### config.mk
export PLATFORM = sky130hd
export DESIGN_NAME = pc_sequencer
export DESIGN_NICKNAME = d
export VERILOG_FILES = /design/src/rtl/pc_sequencer.sv
export SDC_FILE = /design/constraint.sdc
export NUM_CORES = 1
export LEC_CHECK = 0
export ABC_AREA = 1
export CORE_UTILIZATION = 49
export DETAILED_ROUTE_END_ITERATION = 16
export PLACE_DENSITY_LB_ADDON = 0.05
export SLEW_MARGIN = 5
export SYNTH_ARGS = -nofsm -noshare
export SYNTH_HDL_FRONTEND = slang
export SYNTH_SLANG_ARGS = --single-unit
export TNS_END_PERCENT = 5
### constraint.sdc
create_clock -name clk -period 3.25 [get_ports clk]
set_clock_uncertainty 0.1 [all_clocks]
set_input_delay 0.8125 -clock clk [delete_from_list [all_inputs] [get_ports clk]]
set_output_delay 0.8125 -clock clk [all_outputs]
set_load 0.01 [all_outputs]
### src/rtl/pc_sequencer.sv
// Registered program counter for the philv core: picks the next fetch address,
// keeps the exception PC and cause, and runs a BOOT/RUN/HALT state machine.
module pc_sequencer #(
    parameter int unsigned     N            = 32,
    parameter logic [N-1:0]    RESET_VECTOR = '0,
    parameter logic [N-1:0]    TRAP_VECTOR  = N'(32'h0000_0100),
    parameter int unsigned     INSTR_BYTES  = 4,
    parameter int unsigned     ALIGN_BITS   = 2
) (
    input  logic         clk,
    input  logic         rst_n,
    input  logic         stall,
    input  logic         halt,
    input  logic         resume,
    input  logic         branch_taken,
    input  logic [N-1:0] branch_target,
    input  logic         jump,
    input  logic [N-1:0] jump_target,
    input  logic         trap,
    input  logic         mret,
    output logic [N-1:0] pc,
    output logic [N-1:0] pc_next_seq,
    output logic [N-1:0] epc,
    output logic [1:0]   trap_cause,
    output logic         fetch_valid,
    output logic         halted
);

    localparam logic [1:0] ST_BOOT = 2'd0;
    localparam logic [1:0] ST_RUN  = 2'd1;
    localparam logic [1:0] ST_HALT = 2'd2;

    localparam logic [1:0] CAUSE_NONE     = 2'd0;
    localparam logic [1:0] CAUSE_EXTERNAL = 2'd1;
    localparam logic [1:0] CAUSE_MISALIGN = 2'd2;

    logic [1:0]   r_state;
    logic [N-1:0] r_pc;
    logic [N-1:0] r_epc;
    logic [1:0]   r_cause;

    logic [N-1:0] w_pc_inc;
    logic [N-1:0] w_target;
    logic         w_redirect;
    logic         w_misaligned;

    // Jump outranks branch, so the jump target is the one checked for alignment.
    always_comb begin
        w_pc_inc     = r_pc + N'(INSTR_BYTES);
        w_redirect   = jump | branch_taken;
        w_target     = jump ? jump_target : branch_target;
        w_misaligned = w_redirect && (w_target[ALIGN_BITS-1:0] != '0);
    end

    always_ff @(posedge clk or negedge rst_n) begin
        if (!rst_n) begin
            r_state <= ST_BOOT;
            r_pc    <= RESET_VECTOR;
            r_epc   <= '0;
            r_cause <= CAUSE_NONE;
        end else begin
            case (r_state)
                ST_BOOT: begin
                    r_state <= ST_RUN;
                end
                ST_RUN: begin
                    if (trap) begin
                        r_epc   <= r_pc;
                        r_cause <= CAUSE_EXTERNAL;
                        r_pc    <= TRAP_VECTOR;
                    end else if (stall) begin
                        r_pc <= r_pc;
                    end else if (halt) begin
                        r_state <= ST_HALT;
                    end else if (mret) begin
                        r_pc    <= r_epc;
                        r_cause <= CAUSE_NONE;
                    end else if (w_misaligned) begin
                        r_epc   <= r_pc;
                        r_cause <= CAUSE_MISALIGN;
                        r_pc    <= TRAP_VECTOR;
                    end else if (w_redirect) begin
                        r_pc <= w_target;
                    end else begin
                        r_pc <= w_pc_inc;
                    end
                end
                ST_HALT: begin
                    if (trap) begin
                        r_epc   <= r_pc;
                        r_cause <= CAUSE_EXTERNAL;
                        r_pc    <= TRAP_VECTOR;
                        r_state <= ST_RUN;
                    end else if (resume) begin
                        r_state <= ST_RUN;
                    end
                end
                default: begin
                    r_state <= ST_BOOT;
                    r_pc    <= RESET_VECTOR;
                end
            endcase
        end
    end

    assign pc          = r_pc;
    assign pc_next_seq = w_pc_inc;
    assign epc         = r_epc;
    assign trap_cause  = r_cause;
    assign fetch_valid = (r_state == ST_RUN);
    assign halted      = (r_state == ST_HALT);

endmodule

# == After elaboration in Yosys (flattened, before gate mapping) ==
# Index checks and enable logic that the tools add are counted.
# word_totals
word_cells,56
regBits,68
inputBits,73
output_inout_bits,100
# op_classes
n_mux,29
eq_ne,12
n_reduce_logical,8
addsub,1
bitwise,2
# ops
cell,n
$mux 32,14
$pmux 32 s3,1
$pmux 32 s2,1
$add 32x3->32 const B,1
$mux 2,11
$ne 3x3->1 const B,4
$ne 2x2->1 const B,4
$reduce_and 4->1,2
$pmux 2 s3,1
$reduce_and 6->1,1
$reduce_and 5->1,1
$ne 4x3->1 const B,1
$pmux 2 s2,1
$reduce_bool 2->1,2
$ne 3x2->1 const B,1
$eq 2x1->1 const B,1
$eq 2x2->1 const B,1
$logic_not 2->1,1
$logic_and 1x1->1,1
$not 1->1,1
$or 1x1->1,1

# == Longest topological paths before layout ==
# Gate-level depths: netlist of the first run.
# logic_depth
ltp_word,9
depth_mapped,13
ltp_nobuf,12

# == Worst setup path after synthesis of the first run ==
# OpenSTA, ideal clock, no wires.
# synth_path
path_type,flip-flop to output port
start,"register r_pc[3], in the netlist pc[3]"
end,output pc_next_seq[18]
n_path_buf,0
setup_slack_ns,0.961
t_required_ns,2.338
arrival_time_ns,1.377
stages_incl_launch_ff,7
cell_sequence,dfrtp_1 ha_1 nand2_1 nor2_4 nand2_1 o21ai_0 and2_1
# synth_via
elab_chain_len,1
# synth_rtl
element,line_no,source
"start, declared",38,logic [N-1:0] r_pc;
"start signal, assigned",72,r_pc <= r_pc;
"start signal, assigned",76,r_pc <= r_epc;
"start signal, assigned",83,r_pc <= w_target;
$add 32x3->32,49,w_pc_inc = r_pc + N'(INSTR_BYTES);
"end, declared",22,"output logic [N-1:0] pc_next_seq,"
# No other way between the ends.

# == Final worst setup path of the first run ==
# layout_path
start,"register r_pc[2], in the netlist pc[2]"
end,output pc_next_seq[20]
# The elaborated chain is that of the path after synthesis.

==> flow_summary_export.csv, run 1 <==
group,metric,value,unit
worst_setup_path,crit_buf_inv,1,
place,dpl-instance-area,6530,µm²
worst_setup_path,start_kind,"flip-flop",
cts,clockBufferDepth,2,
cts,clk_pin_slew,80,ps
yosys,synth_flop_cell,"dfrtp_1",
yosys,ys_ff_latch,68,
timing,finalCritPeriodShare,98.5,%
yosys,yosysSeqAreaShare,36.1,%
timing,worst_pin_slew,664,ps
yosys,ys_types,36,
worst_setup_path,cpLargestDelayFamily,"simple AND/OR/NAND/NOR gates",
global_route,grtUsageTotal,33.5,%
cts,cts-htree-levels,3,
worst_setup_path,endpoint_kind,"output port",
worst_setup_path,crit_chain,"ha_4 -> nand2_1 -> nor2_4 -> nand2_1 -> nor2_2 -> nand3_1 -> nand2_1 -> clkdlybuf4s50_1",
yosys,synth_area_leaders,"dfrtp_1 36%, nand2_1 20%, o21ai_2 6.1%",
pwr,powerDensity,474,nW/µm²
floorplan,ios,173,
route,drt_drc_violations_left,0,
yosys,synthArstFlopShare,100,%
place,gp_congestion,0.950,
worst_setup_path,crit_top_cell,"nand2_1",
timing,hold_ws,377,ps
pwr,vdd_ir_drop_max,0.500,mV
status,outcome,"finished clean",
yosys,synth_mux_area_share,0,%
route,firstDrtPassIters,5,
cts,cts_made_buffers,9,
cts,hold_buffers,0,
worst_setup_path,required,2340,ps
yosys,synthCells,679,
global_route,overflow,0,
yosys,syn_nets,757,
final_layout,area_delta_synth_final,43.9,%
timing,grt_setup_unrepaired,"yes",
floorplan,die_w,100,µm
yosys,mappedNetlistArea,4720,µm²
yosys,synth_compound_area_share,17.5,%
route,finalWirelength,16.1,mm
timing,relSlewSlack,55.7,%
global_route,grt_first_pass_wirelength,25.8,mm
yosys,synth_top_cell_by_area,"dfrtp_1",
yosys,netlist.area_leader.share,36.1,%
worst_setup_path,worst_ep_arrival_time,2290,ps
global_route,grt_start_max_net_pins,43,
timing,max_freq,313,MHz
route,detail-route-antenna-nets,0,
pwr,power.leakage,2.91,nW
yosys,synth-warning-count,0,
worst_setup_path,cpMaxStageDelayCell,"clkdlybuf4s50_1",
yosys,synthAdderAreaFrac,1.33,%
yosys,synth-xor-area-share,1.30,%
global_route,antenna_found_initial,0,
floorplan,fp.dieH,100,µm
floorplan,core-area,9280,µm²
min_path,min_path_type,"in2async",
timing,layout_min_cycle_time,3200,ps
cts,insertion_delay,360,ps
timing,report.final.setup_viol,0,
yosys,syn_area_per_cell,6.95,µm²
final_layout,nNetsFinal,926,
cts,clock-sinks,68,
yosys,synth_top_family_by_area,"simple AND/OR/NAND/NOR gates",
floorplan,initial_utilization,50.8,%
route,drt-wirelength-per-cell,16.4,µm
route,drt_iter0_markers,309,
cts,cts_tree,"done",
final_layout,n_antenna_cell,0,
global_route,grt_pass1_vias,5129,
timing,slew_viol_final,0,
place,port_buffers,172,
place,dp_hpwl,11.9,mm
worst_setup_path,cp_slowest_stage_delay,550,ps
final_layout,stdcell_area,6790,µm²
floorplan,rows,35,
route,viasPerCell,5.41,
yosys,synth-edff-count,0,
final_layout,drive_gt1_share,13.6,%
cts,root_buffer,"clkbuf_8",
flow_run,max-cap-violations,0,
worst_setup_path,rrSetupSlack,890,ps
pwr,power,3.22,mW
worst_setup_path,critPathKind,"reg2out",
floorplan,die_area,10000,µm²
route,vias,5303,
final_layout,fin_util,73.1,%
worst_setup_path,crit_fanout,5,
yosys,synth_simple_gate_area_share,35.2,%
cts,postCtsSetupRepairBufs,0,
timing,hold_viol,0,
-- layout by cell type, fill, tap and decap left out, types with 2 or more instances in the layout --
master / n
a21boi_0: 3
a21boi_1: 2
a21oi_1: 9
a22oi_1: 17
and2_1: 8
buf_12: 2
buf_4: 8
clkbuf_1: 2
clkbuf_8: 9
clkdlybuf4s50_1: 170
clkinv_2: 2
dfrtp_1: 52
dfrtp_2: 16
ha_1: 4
inv_1: 57
inv_2: 7
nand2_1: 252
nand2_2: 7
nand3_1: 28
nand3_2: 2
nand4_1: 3
nor2_1: 57
nor2_2: 11
nor2_4: 10
nor3_1: 6
o21ai_0: 33
o21ai_1: 10
o21ai_2: 33
o22ai_1: 11
xor2_1: 7
-- report_power, final --
part	leakage, nW	internal (mW)	switching [mW]
Clock	0.0890	0.344	0.326
Sequential	0.913	0.945	0.110
Combinational	1.91	0.564	0.928
-- registers in the layout, summed over array words and instances, names as in the netlist --
register	count
epc	32
pc	32
r_state	2
trap_cause	2
-- Yosys cell counts (8+ instances only) --
library cell and instances:
dfrtp_1 68, nand2_1 254, o21ai_0 34, nand3_1 29, o21ai_1 9, o22ai_1 11, inv_1 57, nor2_1 66
o21ai_2 33, a22oi_1 17, and2_1 8, a21oi_1 9
-- per-stage QoR --
step	std cells	worst slack (ps)	TNS (ps)
global route	980	-50.1	-119
global placement	966	241	0
floorplan	679	961	0
CTS	980	14.3	0
detailed placement	966	235	0
finish	980	50.0	0
-- routing by layer --
metal	routed length [µm]	vias up	global-route usage (%)
met3	1280	35	6.06
met1	6690	2478	42.6
li1	-	2510	-
met5	0	-	0
met4	429	0	15.3
met2	7710	280	55.8
-- cell families after synthesis --
group | after synthesis
simple gates | 389
flops | 68
buf+inv | 88
fa+ha+maj | 5
compound gates | 122
xor+xnor | 7
-- worst paths after layout --
kind,cells after the start,end,start
max,8,pc_next_seq[20],pc[2]
min,1,epc[29],rst_n
max reg2reg,9,epc[7],r_state[1]
min reg2reg,2,epc[0],epc[0]
max in group asynchronous,2,pc[12],rst_n
min in group clk,2,epc[0],epc[0]
-- area by class of cell --
cell class	instances	area (µm²)
clock buffers	11	131
clock inverters	3	40.0
repair buffers	182	1820
well taps	129	161
inverters	64	240
multi-input cells	523	2670
fillers	793	2500
flip-flops and latches	68	1720
-- timing repair --
| item | 4_1_cts | 5_1_grt |
|---|---|---|
| hold endpoints to repair | 0 | 0 |
| endpoints found under the setup margin | 12 | 17 |
| resized for setup | 6 | 29 |
Note: power is estimated with default switching activity, not from simulation.
==> run 2: changes to the inputs <==
--- a/config.mk
+++ b/config.mk
@@ -6,7 +6,8 @@
 export NUM_CORES = 1
 export LEC_CHECK = 0
 export ABC_AREA = 1
-export CORE_UTILIZATION = 49
+export CORE_UTILIZATION = 50
+export CTS_BUF_LIST = sky130_fd_sc_hd__clkbuf_8
 export DETAILED_ROUTE_END_ITERATION = 16
 export PLACE_DENSITY_LB_ADDON = 0.05
 export SLEW_MARGIN = 5
==> flow_summary_export.csv, run 2 (same netlist as run 1, synthesis figures left out) <==
group,metric,value,unit
timing,finalCritPeriodShare,97.7,%
final_layout,drive_gt1_share,15.3,%
cts,clock-sinks,68,
worst_setup_path,required,2340,ps
place,port_buffers,172,
floorplan,initial_utilization,51.3,%
final_layout,stdcell_area,6840,µm²
floorplan,die_w,99.1,µm
worst_setup_path,crit_start,"pc[2]",
timing,report.final.setup_viol,0,
cts,cts_tree,"done",
route,detail-route-antenna-nets,0,
floorplan,rows,35,
worst_setup_path,rrSetupSlack,1100,ps
route,vias,5311,
route,drt_iter0_markers,262,
floorplan,fp.dieH,99.1,µm
global_route,grt_start_max_net_pins,32,
route,finalWirelength,16.5,mm
cts,cts-htree-levels,3,
cts,insertion_delay,360,ps
timing,relSlewSlack,51.2,%
global_route,grtUsageTotal,34.1,%
status,outcome,"finished clean",
pwr,powerDensity,477,nW/µm²
timing,grt_setup_unrepaired,"yes",
floorplan,core-area,9200,µm²
final_layout,n_fill_cell,728,
pwr,power.leakage,2.96,nW
timing,worst_pin_slew,732,ps
place,place_inst,950,
worst_setup_path,r2r_cells,11,
place,dp_hpwl,12.5,mm
final_layout,layout_common_cells,"251 x nand2_1, 169 x clkdlybuf4s50_1, 58 x inv_1",
timing,layout_min_cycle_time,3170,ps
worst_setup_path,r2r_start,"r_state[1]",
global_route,grt_pass1_vias,5227,
cts,root_buffer,"clkbuf_8",
route,firstDrtPassIters,7,
cts,clockBufferDepth,2,
final_layout,final_cells,969,
pwr,vdd_ir_drop_max,0.620,mV
worst_setup_path,start_kind,"flip-flop",
worst_setup_path,worstSetupEndpoint,"pc_next_seq[18]",
final_layout,n_antenna_cell,0,
final_layout,nNetsFinal,931,
final_layout,area_delta_synth_final,45.0,%
worst_setup_path,worst_ep_arrival_time,2260,ps
worst_setup_path,endpoint_kind,"output port",
timing,max_freq,315,MHz
worst_setup_path,rr_endpoint,"pc[28]",
floorplan,ios,173,
route,drt-wirelength-per-cell,17.0,µm
cts,clk_pin_slew,90,ps
flow_run,max-cap-violations,0,
route,drt_drc_violations_left,0,
worst_setup_path,critPathKind,"reg2out",
floorplan,die_area,9830,µm²
place,gp_congestion,0.925,
global_route,grt_first_pass_wirelength,25.9,mm
global_route,antenna_found_initial,0,
cts,hold_buffers,0,
route,viasPerCell,5.48,
min_path,min_path_type,"in2async",
worst_setup_path,crit_fanout,5,
global_route,overflow,0,
final_layout,layout_commonest_cell,"nand2_1",
cts,cts_made_buffers,9,
timing,slew_viol_final,0,
timing,hold_viol,0,
place,dpl-instance-area,6530,µm²
-- run 2: cell types whose count changed in the layout (fill, tap and decap cells not counted), moves of 2 or more --
cell | before | now
nor2_1 | 57 | 53
dfrtp_2 | 16 | 18
nor2_2 | 11 | 15
dfrtp_1 | 52 | 50
clkinv_4 | 0 | 2
buf_4 | 8 | 13
clkbuf_1 | 2 | 0
-- run 2: worst min path at each step --
stage	start	cells past startpoint	endpoint
global route	epc[26]	2	epc[26]
finish	rst_n	1	epc[30]
CTS	trap_cause[1]	1	trap_cause[1]
floorplan	r_state[1]	2	r_state[1]
detailed placement	trap_cause[1]	1	trap_cause[1]
global placement	trap_cause[1]	1	trap_cause[1]
-- run 2: repair_timing --
item / CTS / global route
gates resized for setup: 5 / 37
setup buffers: 0 / 3
setup endpoints to repair: 10 / 18
pin swaps: 0 / 1
-- run 2: per-stage QoR --
stage / worst slack, ps / power [mW] / utilization [%] / setup TNS (ps) / hold slack (ps)
3_5_place_dp: 309 / 2.54 / 71.0 / 0 / 384
5_1_grt: -57.6 / 3.42 / 74.4 / -135 / 442
3_3_place_gp: 318 / 2.51 / 71.0 / 0 / 380
6_report: 75.8 / 3.27 / 74.4 / 0 / 402
2_1_floorplan: 961 / 1.96 / - / 0 / 403
4_1_cts: 0.346 / 3.24 / 73.3 / 0 / 401
-- run 2: final cells by class --
type / instances / area, µm² / share of cell area, %
multi-input cells: 523 / 2690 / 39.3
repair buffers: 187 / 1860 / 27.2
flip-flops and latches: 68 / 1720 / 25.2
inverters: 64 / 240 / 3.51
well taps: 111 / 139 / 2.03
clock buffers: 9 / 124 / 1.81
clock inverters: 7 / 68.8 / 1.01
-- run 2: where the power goes --
group,switching (mW),total [mW],internal (mW)
combinational,0.919,1.51,0.592
clock,0.352,0.704,0.352
sequential,0.106,1.05,0.944
total,1.38,3.27,1.89
-- run 2: critical path, cell delays in order (launching register included) --
cell and delay [ps]:
dfrtp_2 440, ha_4 180, nand2_1 90, nor2_4 150, nand2_2 110, o21ai_0 220
and2_1 170, clkdlybuf4s50_1 530
-- run 2: layer usage --
layer	up-vias	track usage [%]	share of wire, %
met5	-	0	0
met3	39	7.10	7.6
met2	248	58.5	49
met4	0	14.6	3.0
met1	2501	41.7	40
li1	2523	-	-
